### src/rtl/uart_rx_bridge_pkg.sv
// Shared definitions for the UART receive bridge: deserializer state
// encodings, frame constants and small helpers.
package uart_rx_bridge_pkg;

  typedef enum logic [1:0] {
    RX_IDLE  = 2'd0,
    RX_START = 2'd1,
    RX_DATA  = 2'd2,
    RX_STOP  = 2'd3
  } rx_state_e;

  localparam int unsigned UART_DATA_BITS = 8;
  localparam int unsigned BAUD_DIV_MIN   = 4;

  // True when idx addresses the final data bit of a frame.
  function automatic logic is_last_bit(input logic [2:0] idx);
    return idx == 3'(UART_DATA_BITS - 1);
  endfunction

endpackage

### src/rtl/uart_rx_fifo.sv
// Synchronous receive FIFO with a first-word-fall-through head.
// Ports:
//   clock, reset   system clock, asynchronous active-high reset
//   push, din      write request and byte (ignored when full unless popping)
//   pop            read request (ignored when empty)
//   dout           head byte, 0 when empty
//   full, empty    occupancy flags
//   count          entries held, derived from the pointers
module uart_rx_fifo
  import uart_rx_bridge_pkg::*;
#(
  parameter int unsigned DEPTH = 16,
  parameter int unsigned CNT_W = 5
) (
  input  logic                      clock,
  input  logic                      reset,
  input  logic                      push,
  input  logic [UART_DATA_BITS-1:0] din,
  input  logic                      pop,
  output logic [UART_DATA_BITS-1:0] dout,
  output logic                      full,
  output logic                      empty,
  output logic [CNT_W-1:0]          count
);

  localparam int unsigned AW = CNT_W - 1;

  logic [UART_DATA_BITS-1:0] mem [DEPTH];
  logic [CNT_W-1:0]          wr_ptr;
  logic [CNT_W-1:0]          rd_ptr;
  logic                      do_push;
  logic                      do_pop;

  // Pointers carry one extra bit so full and empty are distinguishable.
  assign count = wr_ptr - rd_ptr;
  assign empty = (count == '0);
  assign full  = (count == CNT_W'(DEPTH));

  // A push into a full FIFO still lands when the head leaves on the same edge.
  assign do_pop  = pop & ~empty;
  assign do_push = push & (~full | do_pop);

  always_ff @(posedge clock or posedge reset) begin
    if (reset) begin
      wr_ptr <= '0;
      rd_ptr <= '0;
    end else begin
      if (do_push) wr_ptr <= wr_ptr + CNT_W'(1);
      if (do_pop)  rd_ptr <= rd_ptr + CNT_W'(1);
    end
  end

  always_ff @(posedge clock) begin
    if (do_push) mem[wr_ptr[AW-1:0]] <= din;
  end

  assign dout = empty ? '0 : mem[rd_ptr[AW-1:0]];

endmodule

### src/rtl/uart_rx_bridge.sv
// UART 8N1 receiver feeding a host-drained byte FIFO.
// Ports:
//   clock, reset   system clock, asynchronous active-high reset
//   rx             serial line, idle high, asynchronous to clock
//   baud_div       clocks per bit, values below 4 behave as 4
//   rd_en, err_clr host pop request / sticky flag clear
//   rd_data        FIFO head byte (first-word-fall-through)
//   rd_valid       FIFO not empty
//   fifo_count     bytes held
//   frame_err      sticky: stop bit sampled low
//   overrun        sticky: byte dropped on a full FIFO
//   irq            rd_valid | frame_err | overrun
module uart_rx_bridge
  import uart_rx_bridge_pkg::*;
#(
  parameter int unsigned DIV_W      = 16,
  parameter int unsigned FIFO_DEPTH = 16,
  parameter int unsigned CNT_W      = 5
) (
  input  logic                      clock,
  input  logic                      reset,
  input  logic                      rx,
  input  logic [DIV_W-1:0]          baud_div,
  input  logic                      rd_en,
  input  logic                      err_clr,
  output logic [UART_DATA_BITS-1:0] rd_data,
  output logic                      rd_valid,
  output logic [CNT_W-1:0]          fifo_count,
  output logic                      frame_err,
  output logic                      overrun,
  output logic                      irq
);

  rx_state_e state;
  rx_state_e state_nxt;

  logic                      rx_meta;
  logic                      rx_sync;
  logic                      rx_prev;
  logic [1:0]                sync_vld;
  logic                      start_edge;

  logic [DIV_W-1:0]          div_q;
  logic [DIV_W-1:0]          bit_cnt;
  logic [DIV_W-1:0]          eff_div;
  logic [2:0]                bit_idx;
  logic [UART_DATA_BITS-1:0] shift;
  logic                      tick;

  logic                      load_start;
  logic                      load_bit;
  logic                      sample_data;
  logic                      push;
  logic                      frame_set;
  logic                      overrun_set;

  logic                      fifo_full;
  logic                      fifo_empty;

  // Two-flop synchronizer. The reset value of 1 is not a real observation
  // of the line, so rx_prev only follows rx_sync once genuine samples have
  // reached the second flop; a line held low across reset release is
  // therefore never seen as a falling edge.
  always_ff @(posedge clock or posedge reset) begin
    if (reset) begin
      rx_meta  <= 1'b1;
      rx_sync  <= 1'b1;
      sync_vld <= '0;
      rx_prev  <= 1'b0;
    end else begin
      rx_meta  <= rx;
      rx_sync  <= rx_meta;
      sync_vld <= {sync_vld[0], 1'b1};
      rx_prev  <= sync_vld[1] & rx_sync;
    end
  end

  assign start_edge = sync_vld[1] & rx_prev & ~rx_sync;

  assign eff_div = (baud_div < DIV_W'(BAUD_DIV_MIN)) ? DIV_W'(BAUD_DIV_MIN) : baud_div;

  // Every sample point is reached when the down-counter reads 1.
  assign tick = (bit_cnt == DIV_W'(1));

  always_ff @(posedge clock or posedge reset) begin
    if (reset) state <= RX_IDLE;
    else       state <= state_nxt;
  end

  always_comb begin
    state_nxt = state;
    unique case (state)
      RX_IDLE:  if (start_edge) state_nxt = RX_START;
      RX_START: if (tick)       state_nxt = rx_sync ? RX_IDLE : RX_DATA;
      RX_DATA:  if (tick && is_last_bit(bit_idx)) state_nxt = RX_STOP;
      RX_STOP:  if (tick)       state_nxt = RX_IDLE;
      default:                  state_nxt = RX_IDLE;
    endcase
  end

  always_comb begin
    load_start  = 1'b0;
    load_bit    = 1'b0;
    sample_data = 1'b0;
    push        = 1'b0;
    frame_set   = 1'b0;
    unique case (state)
      RX_IDLE:  load_start = start_edge;
      RX_START: load_bit   = tick & ~rx_sync;
      RX_DATA: begin
        load_bit    = tick;
        sample_data = tick;
      end
      RX_STOP: begin
        push      = tick & rx_sync;
        frame_set = tick & ~rx_sync;
      end
      default: ;
    endcase
  end

  always_ff @(posedge clock or posedge reset) begin
    if (reset) begin
      div_q   <= '0;
      bit_cnt <= '0;
      bit_idx <= '0;
      shift   <= '0;
    end else begin
      if (load_start) begin
        div_q   <= eff_div;
        bit_cnt <= eff_div >> 1;
        bit_idx <= '0;
      end else if (load_bit) begin
        bit_cnt <= div_q;
      end else if (state != RX_IDLE) begin
        bit_cnt <= bit_cnt - DIV_W'(1);
      end
      if (sample_data) begin
        shift[bit_idx] <= rx_sync;
        bit_idx        <= bit_idx + 3'd1;
      end
    end
  end

  uart_rx_fifo #(
    .DEPTH (FIFO_DEPTH),
    .CNT_W (CNT_W)
  ) u_fifo (
    .clock (clock),
    .reset (reset),
    .push  (push),
    .din   (shift),
    .pop   (rd_en),
    .dout  (rd_data),
    .full  (fifo_full),
    .empty (fifo_empty),
    .count (fifo_count)
  );

  // A full FIFO only drops the byte when the host is not popping that cycle.
  assign overrun_set = push & fifo_full & ~rd_en;

  always_ff @(posedge clock or posedge reset) begin
    if (reset) begin
      frame_err <= 1'b0;
      overrun   <= 1'b0;
    end else begin
      frame_err <= frame_set   | (frame_err & ~err_clr);
      overrun   <= overrun_set | (overrun   & ~err_clr);
    end
  end

  assign rd_valid = ~fifo_empty;
  assign irq      = rd_valid | frame_err | overrun;

endmodule

### config.mk
export PLATFORM = sky130hd
export DESIGN_NAME = uart_rx_bridge
export DESIGN_NICKNAME = d
export VERILOG_FILES = /design/src/rtl/uart_rx_bridge_pkg.sv /design/src/rtl/uart_rx_fifo.sv /design/src/rtl/uart_rx_bridge.sv
export SDC_FILE = /design/constraint.sdc
export NUM_CORES = 1
export LEC_CHECK = 0
export BUFFER_PORTS_ARGS = -buffer_cell sky130_fd_sc_hd__buf_4
export CAP_MARGIN = 20
export CORE_ASPECT_RATIO = 0.8
export CORE_MARGIN = 2
export CORE_UTILIZATION = 40
export DETAILED_ROUTE_END_ITERATION = 8
export PLACE_DENSITY = 0.58
export SYNTH_ARGS = -nofsm -noshare
export SYNTH_HDL_FRONTEND = slang
export SYNTH_SLANG_ARGS = --single-unit
### constraint.sdc
create_clock -name clock -period 6.59 [get_ports clock]
set_input_delay 0 -clock clock [delete_from_list [all_inputs] [get_ports clock]]
set_output_delay 0 -clock clock [all_outputs]
set_load 0.1 [all_outputs]
==> impl_metrics.csv <==
group,metric,value,unit
clocking,cts_root_buf,"clkbuf_16",
clocking,clk_path_buf_depth,2,
placed_design,io_buffers,37,
global_route,grt_max_degree,63,
die,rows,47,
worst_setup_path,critPathKind,"reg -> reg",
logic_synthesis,synth-edff-count,128,
drt,wl_per_cell,22.29,um
logic_synthesis,synth_compound_area_share,5.306,%
min_path,hp-class,"in -> reg",
worst_setup_path,cpMostUsedCell,"nor2_1",
worst_setup_path,end_kind,"flop",
worst_setup_path,startpoint,"u_fifo.rd_ptr[1]$_DFFE_PP0P_",
drt,drt_iter0_drc,660,
logic_synthesis,ys.flop_type,"edfxtp_1",
worst_setup_path,crit_required,6.64,ns
logic_synthesis,syn_inst,587,
layout,fillCellCount,1773,
clocking,cts_htree_levels,4,
placed_design,place_hpwl,13650,um
logic_synthesis,synthMuxAreaShare,12.17,%
global_route,grt_pass1_vias,5211,
drt,wl,20550,um
worst_setup_path,worstPathArrival,3.84,ns
worst_setup_path,cp-start-kind,"flop",
outcome,status,"finished clean",
worst_setup_path,worstPathBufferInverterCount,2,
power_and_ir_drop,power_density,370.6,mW/mm2
worst_setup_path,crit_chain,"buf_4, inv_1, fa_1, xor2_1, and4b_1, nor2_1, o2111ai_4, nor2_1",
drt,dr.pass1.iters,5,
timing,timing.slew.headroom,36.13,%
global_route,gr-total-overflow,0,
worst_setup_path,crit_fanout,36,
drt,ant_nets,0,
timing,fin_crit_sh,57.43,%
logic_synthesis,syn_nets,626,
clocking,clk_pin_slew,0.07,ns
timing,fin_setup_tns,0,ns
layout,syn_to_final_growth,15.10,%
worst_setup_path,cpLargestDelayFamily,"simple AND/OR/NAND/NOR gates",
die,io_pins,38,
global_route,antenna_found_initial,0,
timing,finalCriticalPeriod,3.784,ns
logic_synthesis,ys_async_sr_fraction,32.63,%
timing,finalHoldViolations,0,
drt,viasPerCell,5.632,
worst_setup_path,cpPeakStageDelay,0.70,ns
power_and_ir_drop,ir_worst_vdd,0.2998,mV
logic_synthesis,synthXorXnorAreaFrac,2.264,%
timing,setup_viol,0,
placed_design,post_dp_cell_area,0.009026,mm2
min_path,min_from,"rx",
logic_synthesis,yosysWarnings,0,
worst_setup_path,slowest_stage,"nor2_1",
die,die_y,134.5,um
logic_synthesis,ys_seq_area_share,63.41,%
worst_setup_path,r2r_start,"u_fifo.rd_ptr[1]$_DFFE_PP0P_",
layout,mostFrequentLayoutCells,"128 x edfxtp_1, 68 x nand2_1, 59 x dfrtp_1",
global_route,grtUsageTotal,19.08,%
layout,n_antenna_cell,0,
clocking,cts_buffers,17,
timing,rsz0062_at_grt,"false",
die,fp.dieArea,0.02247,mm2
logic_synthesis,syn_area,0.008512,mm2
logic_synthesis,yosysTopAreaCell,"edfxtp_1",
logic_synthesis,synth_top_area_share,45.16,%
placed_design,gp_congestion,0.8334,
timing,skew,0.01607,ns
die,die_w,167.1,um
layout,final_cell_area,0.009797,mm2
logic_synthesis,yosysUniqueCellTypes,62,
clocking,cts_tree,"yes",
worst_setup_path,critical_path_depth,8,
layout,final_common_cell,"edfxtp_1",
clocking,cts_resized,0,
timing,worst_slew_pin_slew,0.9570,ns
min_path,whs_path_depth,2,
die,core,0.02076,mm2
logic_synthesis,synth_top_family_by_area,"multiplexers",
logic_synthesis,synth_fa_ha_area_share,2.734,%
layout,nets,679,
power_and_ir_drop,cellLeakagePower,3.725,nW
logic_synthesis,ys_ff_latch,190,
job,drv_cap,0,
timing,slew_viol_final,0,
timing,max_freq,264.2,MHz
logic_synthesis,postSynthAreaPerCell,14.50,um2
worst_setup_path,reg2regPathDepth,8,
drt,drc,0,
layout,drive_gt1_share,20.52,%
die,initial_core_util,41.00,%
logic_synthesis,synthTopCellsByArea,"edfxtp_1 45%, dfrtp_1 18%, mux4_2 11%",
global_route,grt_pass1_wl,31660,um
drt,vias,5193,
clocking,insertion_delay,0.43,ns
clocking,clkSinkCount,190,
logic_synthesis,synthSimpleGateAreaFrac,11.70,%
[logic make-up (layout without fill, tap and decap cells)]
group / after synthesis / count (layout)
buf+inv: 46 / 112
xor+xnor: 22 / 22
flops: 190 / 190
other cells: 1 / 1
compound gates: 64 / 64
simple gates: 194 / 194
mux: 52 / 52
fa+ha+maj: 18 / 18
[layer usage]
layer	vias to the layer above	wire [um]	share of wire, %	global-route usage, %
met3	16	1915	9.3	4.484
li1	2324	-	-	-
met5	-	0	0	0
met2	258	9333	45	27.96
met4	0	223	1.1	5.651
met1	2595	9078	44	28.50
[synthesized netlist by cell type, drive strengths merged, types with 2 or more instances]
| library cell | number |
|---|---|
| a22oi | 2 |
| and2 | 2 |
| inv | 18 |
| nor3 | 14 |
| nor2b | 12 |
| a21oi | 13 |
| buf | 10 |
| xor2 | 8 |
| nor4bb | 2 |
| nand2 | 69 |
| dfstp | 2 |
| o2bb2ai | 4 |
| a32oi | 3 |
| nor2 | 42 |
| o21ai | 15 |
| mux4 | 40 |
| and3 | 2 |
| o32ai | 3 |
| and4 | 2 |
| nand3 | 16 |
| nor4 | 9 |
| nand2b | 2 |
| o211ai | 3 |
| a22o | 2 |
| nand4b | 2 |
| dfrtp | 60 |
| nand4 | 5 |
| o22ai | 7 |
| a211oi | 2 |
| nand3b | 7 |
| clkbuf | 18 |
| edfxtp | 128 |
| or3 | 3 |
| o22a | 2 |
| ha | 17 |
| xnor2 | 14 |
| mux2 | 12 |
[state kept, by name (all words and copies together) (netlist names), named ones only]
| register | cells |
|---|---|
| u_fifo.wr_ptr | 5 |
| state | 1 |
| overrun | 1 |
| sync_vld | 2 |
| rx_meta | 1 |
| shift | 8 |
| u_fifo.rd_ptr | 5 |
| bit_cnt | 16 |
| div_q | 16 |
| u_fifo.mem | 128 |
| bit_idx | 3 |
| rx_sync | 1 |
| rx_prev | 1 |
| frame_err | 1 |
[worst register-to-register path: stages, from the launching register on]
cell and delay, ns:
dfrtp_1 0.33, buf_4 0.40, inv_1 0.17, fa_1 0.48, xor2_1 0.27, and4b_1 0.25, nor2_1 0.35, o2111ai_4 0.46
nor2_1 0.71
[power by group]
group / internal (mW) / switching (mW) / total [mW] / leakage [nW]
registers: 1.38 / 0.131 / 1.51 / 2.07
logic: 0.405 / 0.750 / 1.15 / 1.38
clock network: 0.496 / 0.472 / 0.967 / 0.267
[through the flow]
stage | power (mW) | setup WS [ns] | std cells | utilization [%] | hold slack (ns)
after floorplan | 2.422 | 1.369 | 587 | - | 0.004478
final | 3.631 | 2.806 | 922 | 47.19 | 0.2268
after global placement | 2.628 | 2.524 | 869 | 43.48 | 0.1089
after CTS | 3.627 | 2.292 | 921 | 47.10 | 0.2082
after detailed placement | 2.659 | 2.330 | 869 | 43.48 | 0.1095
after global routing | 3.798 | 2.512 | 922 | 47.19 | 0.2154
[cell type report]
type                            count  area [um2]  share of cell area, %
Clock buffer                       17       425.4                  4.342
Clock inverter                     15       125.1                  1.277
Timing Repair Buffer               62       528.0                  5.390
Tap cell                          269       336.6                  3.436
Inverter                           18       67.56                 0.6897
Multi-Input combinational cell    351        2915                  29.76
Sequential cell                   190        5399                  55.11
[path summary, 6_finish.rpt]
check | end | slack, ns
setup / recovery | u_fifo.mem[13][4]$_DFFE_PP_ | 2.81
hold / removal | rx_meta$_DFF_PP1_ | 0.23
setup reg to reg | u_fifo.mem[13][4]$_DFFE_PP_ | 2.81
hold reg to reg | sync_vld[1]$_DFF_PP0_ | 0.35
max in group asynchronous | u_fifo.rd_ptr[0]$_DFFE_PP0P_ | 5.66
min in group asynchronous | frame_err$_DFF_PP0_ | 0.38
[what timing repair did]
item                      in CTS  in global routing
buffers inserted               0                  0
hold endpoints to repair      96                  0
hold buffers                  20                  0
Note: power is estimated with default switching activity, not from simulation.
